[src/rtl/vec_mem_pkg.sv]
// -----------------------------------------------------------------------------
// vec_mem_pkg
// Shared definitions for the vector memory sequencer: default geometry
// (elements per transfer, element/word width, address width) and the
// sequencer state encoding.
// -----------------------------------------------------------------------------
package vec_mem_pkg;

  localparam int ELEMS_DEF = 16;
  localparam int EW_DEF    = 16;
  localparam int AW_DEF    = 19;

  typedef enum logic [2:0] {
    IDLE  = 3'd0,
    WRITE = 3'd1,
    READ  = 3'd2,
    DRAIN = 3'd3,
    DONE  = 3'd4
  } state_t;

endpackage

[src/rtl/vec_mem_sequencer.sv]
// -----------------------------------------------------------------------------
// vec_mem_sequencer
// Streams a whole vector (ELEMS elements of EW bits) to or from a single-port
// RAM, one element per cycle, starting at base_addr and wrapping modulo 2^AW.
// The pipeline is held in stall while the transfer runs; a one-cycle done
// pulse marks completion.
//
// Ports:
//   clk          single clock, rising edge
//   rst          synchronous active-low reset
//   start_read   load request (only looked at in IDLE)
//   start_write  store request (only looked at in IDLE, wins over a load)
//   base_addr    address of element 0, captured with the start
//   rd_tag       destination register tag, captured with start_read
//   wdata_vec    store data, element i at [i*EW +: EW], captured with start
//   mem_addr     RAM address (registered)
//   mem_wdata    RAM write data (registered)
//   mem_wren     RAM write enable (registered)
//   mem_rdata    RAM read data, one cycle after mem_addr
//   stall        combinational pipeline freeze
//   done         registered one-cycle completion pulse
//   rdata_vec    last completed load result
//   rd_tag_out   tag of the load that produced rdata_vec
// -----------------------------------------------------------------------------
module vec_mem_sequencer
  import vec_mem_pkg::*;
#(
  parameter int ELEMS = ELEMS_DEF,
  parameter int EW    = EW_DEF,
  parameter int AW    = AW_DEF
) (
  input  logic                clk,
  input  logic                rst,
  input  logic                start_read,
  input  logic                start_write,
  input  logic [AW-1:0]       base_addr,
  input  logic [4:0]          rd_tag,
  input  logic [ELEMS*EW-1:0] wdata_vec,
  output logic [AW-1:0]       mem_addr,
  output logic [EW-1:0]       mem_wdata,
  output logic                mem_wren,
  input  logic [EW-1:0]       mem_rdata,
  output logic                stall,
  output logic                done,
  output logic [ELEMS*EW-1:0] rdata_vec,
  output logic [4:0]          rd_tag_out
);

  localparam int            CW   = (ELEMS > 1) ? $clog2(ELEMS) : 1;
  localparam logic [CW-1:0] LAST = CW'(ELEMS - 1);

  state_t                state_r, state_s;
  logic [CW-1:0]         cnt_r, cnt_s;
  logic [CW-1:0]         cnt_inc_s, cnt_dec_s;
  logic [ELEMS*EW-1:0]   wbuf_r, wbuf_s;
  logic [ELEMS*EW-1:0]   cap_r, cap_s;
  logic [4:0]            tag_pend_r, tag_pend_s;
  logic [AW-1:0]         mem_addr_r, addr_s;
  logic [EW-1:0]         mem_wdata_r, wdata_s;
  logic                  mem_wren_r, wren_s;
  logic                  done_r, done_s;
  logic [ELEMS*EW-1:0]   rdata_vec_r, rvec_s;
  logic [4:0]            rd_tag_out_r, tag_out_s;

  // cnt_r is the index of the element currently on the RAM port
  assign cnt_inc_s = cnt_r + CW'(1);
  assign cnt_dec_s = cnt_r - CW'(1);

  // Stall covers the request cycle itself so the pipeline never advances
  // past an instruction that has just been accepted.
  assign stall = ((state_r == IDLE) && (start_read || start_write)) ||
                 (state_r == WRITE) || (state_r == READ) || (state_r == DRAIN);

  assign mem_addr   = mem_addr_r;
  assign mem_wdata  = mem_wdata_r;
  assign mem_wren   = mem_wren_r;
  assign done       = done_r;
  assign rdata_vec  = rdata_vec_r;
  assign rd_tag_out = rd_tag_out_r;

  // Next-state and next-output logic; RAM port values are computed one cycle
  // ahead so the outputs come straight from flops.
  always_comb begin
    state_s    = state_r;
    cnt_s      = cnt_r;
    wbuf_s     = wbuf_r;
    cap_s      = cap_r;
    tag_pend_s = tag_pend_r;
    addr_s     = '0;
    wdata_s    = '0;
    wren_s     = 1'b0;
    done_s     = 1'b0;
    rvec_s     = rdata_vec_r;
    tag_out_s  = rd_tag_out_r;

    case (state_r)
      IDLE: begin
        if (start_write) begin
          state_s = WRITE;
          cnt_s   = '0;
          wbuf_s  = wdata_vec;
          addr_s  = base_addr;
          wdata_s = wdata_vec[EW-1:0];
          wren_s  = 1'b1;
        end else if (start_read) begin
          state_s    = READ;
          cnt_s      = '0;
          tag_pend_s = rd_tag;
          addr_s     = base_addr;
        end else begin
          state_s = IDLE;
        end
      end

      WRITE: begin
        if (cnt_r == LAST) begin
          state_s = DONE;
          done_s  = 1'b1;
        end else begin
          cnt_s   = cnt_inc_s;
          addr_s  = mem_addr_r + AW'(1);
          wdata_s = wbuf_r[cnt_inc_s*EW +: EW];
          wren_s  = 1'b1;
        end
      end

      READ: begin
        // Data for the address issued last cycle arrives now.
        if (cnt_r != '0) begin
          cap_s[cnt_dec_s*EW +: EW] = mem_rdata;
        end else begin
          cap_s = cap_r;
        end
        if (cnt_r == LAST) begin
          state_s = DRAIN;
        end else begin
          cnt_s  = cnt_inc_s;
          addr_s = mem_addr_r + AW'(1);
        end
      end

      DRAIN: begin
        // Last element lands; publish the complete vector only now so an
        // aborted load never disturbs the visible result.
        cap_s[(ELEMS-1)*EW +: EW] = mem_rdata;
        rvec_s    = cap_s;
        tag_out_s = tag_pend_r;
        state_s   = DONE;
        done_s    = 1'b1;
      end

      DONE: begin
        state_s = IDLE;
      end

      default: begin
        state_s = IDLE;
      end
    endcase
  end

  // State, counter, buffers and registered outputs; synchronous active-low reset.
  always_ff @(posedge clk) begin
    if (!rst) begin
      state_r      <= IDLE;
      cnt_r        <= '0;
      wbuf_r       <= '0;
      cap_r        <= '0;
      tag_pend_r   <= 5'd0;
      mem_addr_r   <= '0;
      mem_wdata_r  <= '0;
      mem_wren_r   <= 1'b0;
      done_r       <= 1'b0;
      rdata_vec_r  <= '0;
      rd_tag_out_r <= 5'd0;
    end else begin
      state_r      <= state_s;
      cnt_r        <= cnt_s;
      wbuf_r       <= wbuf_s;
      cap_r        <= cap_s;
      tag_pend_r   <= tag_pend_s;
      mem_addr_r   <= addr_s;
      mem_wdata_r  <= wdata_s;
      mem_wren_r   <= wren_s;
      done_r       <= done_s;
      rdata_vec_r  <= rvec_s;
      rd_tag_out_r <= tag_out_s;
    end
  end

endmodule
[config.mk]
export PLATFORM = sky130hd
export DESIGN_NAME = vec_mem_sequencer
export DESIGN_NICKNAME = d
export VERILOG_FILES = /design/src/rtl/vec_mem_pkg.sv /design/src/rtl/vec_mem_sequencer.sv
export SDC_FILE = /design/constraint.sdc
export NUM_CORES = 2
export LEC_CHECK = 0
export ABC_CLOCK_PERIOD_IN_PS = 5000
export CAP_MARGIN = 20
export CORE_UTILIZATION = 45
export DETAILED_ROUTE_END_ITERATION = 8
export GPL_TIMING_DRIVEN = 0
export PLACE_DENSITY = 0.82
export SYNTH_ARGS = -nofsm -noshare
export SYNTH_HDL_FRONTEND = slang
export SYNTH_SLANG_ARGS = --single-unit
[constraint.sdc]
create_clock -name clk -period 5 [get_ports clk]
set_input_delay 0.75 -clock clk [delete_from_list [all_inputs] [get_ports clk]]
set_output_delay 0.75 -clock clk [all_outputs]
set_load 0.01 [all_outputs]
# Yosys cells after proc, flatten, opt, wreduce, memory -nomap -nowiden
# Cells that the tools add are included.
# Widths: inputs -> output; s select.
classes:
  addsub: 4
  eq_ne: 9
  shifts: 3
  n_mux: 24
  bitwise_logic: 1
  reduce_logical: 16
ops:
  columns: ["operator", "n"]
  rows:
  - ["$bwmux 256", 1]
  - ["$mux 256", 1]
  - ["$shift 16x34->256 const A", 1]
  - ["$shiftx 16x34->256", 1]
  - ["$shiftx 256x9->16", 1]
  - ["$pmux 16 s2", 2]
  - ["$mux 19", 3]
  - ["$pmux 19 s2", 1]
  - ["$neg 8->34", 1]
  - ["$mux 16", 2]
  - ["$add 19x1->19 const B", 1]
  - ["$mux 4", 3]
  - ["$pmux 3 s4", 1]
  - ["$pmux 4 s2", 1]
  - ["$reduce_and 2->1", 4]
  - ["$eq 3x2->1 const B", 2]
  - ["$mux 3", 2]
  - ["$ne 2x1->1 const B", 3]
  - ["$reduce_and 3->1", 2]
  - ["$add 4x1->4 const B", 1]
  - ["$eq 4x4->1 const B", 1]
  - ["$logic_or 1x1->1", 4]
  - ["$mux 2", 2]
  - ["$pmux 1 s2", 2]
  - ["other kinds (11)", 14]
word_totals:
  register_bits: 822
  inputBits: 300
  out_inout_bits: 299
  wordCells: 69

# Logic depth before layout (Yosys ltp)
logic_depth:
  word_depth: 6
  depth_mapped: 17
  mapped_depth_nobuf: 10

# Least setup slack after synthesis
# Ideal clock, no wire load.
synth_timing:
  path_type: "register to register"
  from: "reg cnt_r[0]"
  to: "reg cap_r[194]"
  setup_time_ns: 0.123
  arrival_time_ns: 3.755
  required_time_ns: 4.877
  setup_slack_ns: 1.122
  path_stages_with_launch: 17
  n_path_buf: 6
  period_less_slack_ns: 3.878
  cell_sequence: "dfxtp_1 -> buf_2 -> buf_1 -> clkbuf_1 -> inv_1 -> ha_1 -> xor2_2 -> nor2_1 -> ha_1 -> inv_1 -> o2111a_1 -> buf_4 -> or4b_2 -> clkbuf_1 -> buf_2 -> nand3_1 -> o21ai_0"
synth_between:
  elab_chain_cells: 4
  elab_cells_between_ends: 7
  classes_between: "add/sub: 2; shift: 2; mux: 1; reduce/logical: 2"
synth_lines:
  columns: ["item", "line_no", "rtl"]
  rows:
  - ["from (decl)", "vec_mem_sequencer.sv:53", "logic [CW-1:0] cnt_r, cnt_s;"]
  - ["from (signal assigned)", "vec_mem_sequencer.sv:178", "cnt_r <= cnt_s;"]
  - ["$sub 4x1->4", "vec_mem_sequencer.sv:67", "assign cnt_dec_s = cnt_r - CW'(1);"]
  - ["$neg 8->34", "vec_mem_sequencer.sv:130", "cap_s[cnt_dec_s*EW +: EW] = mem_rdata;"]
  - ["$shiftx 16x34->256 or $shift 16x34->256 (tied branches)", "vec_mem_sequencer.sv:130", null]
  - ["$bwmux 256", "vec_mem_sequencer.sv:130", null]
  - ["to (signal assigned)", "vec_mem_sequencer.sv:180", "cap_r <= cap_s;"]
  - ["to (decl)", "vec_mem_sequencer.sv:56", "logic [ELEMS*EW-1:0] cap_r, cap_s;"]
# Several ways; a longest one is shown, not always the timed one.
# A chain may end at the register's enable or synchronous reset.

# Final worst setup path
layout_timing:
  from: "reg cnt_r[0]"
  to: "reg mem_wdata_r[10], in the netlist mem_wdata[10]"
layout_between:
  elab_chain_cells: 4
  elab_cells_between_ends: 5
  classes_between: "add/sub: 1; eq/ne: 1; shift: 1; mux: 2"
layout_lines:
  columns: ["item", "line_no", "rtl"]
  rows:
  - ["$add 4x1->4", "vec_mem_sequencer.sv:66", "assign cnt_inc_s = cnt_r + CW'(1);"]
  - ["$shiftx 256x9->16", "vec_mem_sequencer.sv:122", "wdata_s = wbuf_r[cnt_inc_s*EW +: EW];"]
  - ["$mux 16 *", "vec_mem_sequencer.sv:116", "if (cnt_r == LAST) begin"]
  - ["$pmux 16 s2 *", "vec_mem_sequencer.sv:96", "case (state_r)"]
  - ["to (signal assigned)", "vec_mem_sequencer.sv:183", "mem_wdata_r <= wdata_s;"]
  - ["to (decl)", "vec_mem_sequencer.sv:59", "logic [EW-1:0] mem_wdata_r, wdata_s;"]
# Every way passes the cells marked *; elsewhere a longest branch is shown, timed or not.

==> results.cfg <==
[run_status]
status = completed

[clocking]
clk_path_buf_depth = 3
clk_latency_ns = 0.64
hold_buffers = 0
path_clk_slew_ns = 0.07
cts-resized-gates = 2
cts_tree = yes
cts_made_buffers = 82
cts.sinks = 806
htreeDepth = 3
post_cts_buffers = 0
cts_root_buffer = clkbuf_16

[grt]
grt_max_degree = 16
grt_pass1_vias = 28800
grt_overflow = 0
track_usage_pct = 33.0
grt_pass1_wl_mm = 172
antenna_found_initial = 17

[final_layout]
final_cells = 5304
drive_above_1_share_pct = 6.41
num-nets-final = 4660
synthToLayoutAreaGrowth_pct = 32.7

[sta]
period_share_pct = 94.8
tightest_slew_ns = 1.22
slew_violations = 0
setup_viol = 0
setup_ws_ns = 0.258
rsz0062_at_grt = false
clock_skew_ns = 0.0313
min_period_ns = 4.74
slew_headroom_pct = 18.6
fmax_mhz = 211
report.final.hold_viol_count = 0

[detailed_routing]
drt_first_pass_iters = 8
wl_mm = 118
drc = 0
ant_nets = 0
wl_per_cell_um = 22.2
num_vias = 30000
avgViaCountPerCell = 5.65
drt-initial-drc-count = 3137

[power_and_ir_drop]
max-vdd-ir-drop_mv = 0.263
p_per_area_nw_per_um2 = 378
leakage_uw = 0.0143

[yosys]
yosysWarnings = 0
synthesis.nets = 3978
synth_area_leader_cell = dfxtp_1
yosysUniqueCellTypes = 52
synth_edf_count = 0
yosys-top-cells-count = nand2_1 (1,313), dfxtp_1 (806), a21oi_1 (588), clkbuf_1 (267), nand3_1 (214)
synthFlopType = dfxtp_1
avgSynthCellArea_um2 = 8.37
async_reset_ff_share_pct = 0
synth-seq-cells = 806
syn-instance-count = 3670
synth_area_um2 = 30700
yosysSeqAreaShare_pct = 52.5
yosysTopAreaCellShare_pct = 52.5
yosys.cell_count.top_type = nand2_1
synth_area_leaders = dfxtp_1 (53%), nand2_1 (16%), a21oi_1 (9.6%), mux4_2 (4.7%), nand3_1 (3.5%)

[die]
io_pins = 599
start_util_pct = 45.6
design.die.area_um2 = 69300
die_y_um = 263
die_w_um = 263
core-area_um2 = 67400
placementRows = 95

[run]
max-cap-violations = 0

[worst_setup_path]
cp-start-kind = flop
endpoint_kind = flop
arrival_ns = 5.24
critPathMaxFanout = 10
required_ns = 5.50
path_class = flop to flop

[placed_design]
gp_congestion = 1.02
pre_cts_ws_ns = -0.549
place_inst = 5141
portBuffers = 598
place_hpwl_mm = 89.1

[hold_path]
hold_path_class = flop to flop
## stage by stage
| stage | cell area (µm²) | hold slack, ns | total power [µW] | setup TNS (ns) | utilization [%] |
|---|---|---|---|---|---|
| 3_5_place_dp | 37800 | 0.444 | 8830 | -14.74 | 56.1 |
| 4_1_cts | 40700 | 0.430 | 15300 | 0 | 60.4 |
| 6_report | 40800 | 0.424 | 15400 | 0 | 60.5 |
| 2_1_floorplan | 30700 | 0.432 | 7930 | 0 | - |
| 5_1_grt | 40700 | 0.446 | 15800 | 0 | 60.5 |
| 3_3_place_gp | 37800 | 0.437 | 8800 | -14.15 | 56.1 |
## cells by family after synthesis
kind of cell / after synthesis / synth area share [%]
buffers and inverters: 316 / 4.10
DFF: 806 / 52.5
muxes: 199 / 9.22
adders and majority gates: 8 / 0.326
AOI/OAI and AO/OA: 713 / 12.0
and+or+nand+nor: 1605 / 21.1
xor gates and xnor gates: 23 / 0.680
## registers in the layout, indices dropped and copies added (netlist names)
| signal | flops |
|---|---|
| rdata_vec | 256 |
| wbuf_r | 256 |
| cap_r | 240 |
| mem_addr | 19 |
| mem_wdata | 16 |
| rd_tag_out | 5 |
| tag_pend_r | 5 |
| cnt_r | 4 |
| state_r | 3 |
| done | 1 |
| mem_wren | 1 |
## placed cells by master, fill, tap and decap left out, types with 3 or more instances in the layout
master	n
clkinvlp_4	5
nor2b_1	4
clkbuf_8	15
ha_1	8
buf_1	10
or4b_2	3
bufinv_16	13
a21oi_1	588
and3_1	10
buf_4	4
clkbuf_1	274
clkinv_2	15
a22oi_1	23
mux4_2	64
nand3_1	214
buf_2	23
nand2_1	1313
nand3_4	4
and4_1	3
dfxtp_1	806
clkdlybuf4s50_1	598
mux2_2	32
clkinv_4	3
clkbuf_2	3
mux2i_1	103
nand4_1	4
and2_1	6
inv_6	4
xnor2_1	13
inv_1	6
clkbuf_16	82
xor2_1	9
o21ai_0	87
nor2_1	27
nor3_1	5
diode_2	16
## routing by layer
| metal | vias to the layer above | GRT usage [%] | part of all wire [%] |
|---|---|---|---|
| met3 | 422 | 7.81 | 11 |
| met2 | 1856 | 54.8 | 47 |
| li1 | 13600 | - | - |
| met4 | 4 | 21.6 | 6.9 |
| met1 | 14100 | 37.9 | 35 |
| met5 | - | 0 | 0.023 |
## worst paths after layout
kind	startpoint	to	slack, ns	depth (start not counted)
max	cnt_r[0]	mem_wdata[10]	0.26	13
max reg2reg	cnt_r[0]	mem_wdata[10]	0.26	13
min	cap_r[117]	rdata_vec[117]	0.42	2
min reg2reg	cap_r[117]	rdata_vec[117]	0.42	2
## cell type report
| type | count | area, µm² |
|---|---|---|
| Sequential cell | 806 | 16100 |
| Inverter | 7 | 26.3 |
| Antenna cell | 16 | 40.0 |
| Fill cell | 5632 | 26600 |
| Tap cell | 873 | 1090 |
| Multi-Input combinational cell | 2548 | 13300 |
| Clock inverter | 42 | 614 |
| Buffer | 309 | 1240 |
| Clock buffer | 105 | 2290 |
| Timing Repair Buffer | 598 | 5990 |
## power breakdown
group	leakage, µW	total, µW	internal, µW	switching, µW
registers	0.00653	6770	6630	132
logic	0.00635	2000	743	1250
clock network	0.00142	6630	3930	2700
## worst max-delay path: stages (launching register included)
cell and delay, ns:
dfxtp_1 0.44, buf_2 0.33, buf_2 0.39, clkbuf_2 0.39
inv_1 0.17, ha_1 0.30, buf_2 0.17, buf_2 0.43
buf_2 0.43, buf_2 0.40, mux4_2 0.40, mux2_2 0.31
a22oi_1 0.25, nand2_1 0.17
Power figures use the tool's default switching activity.
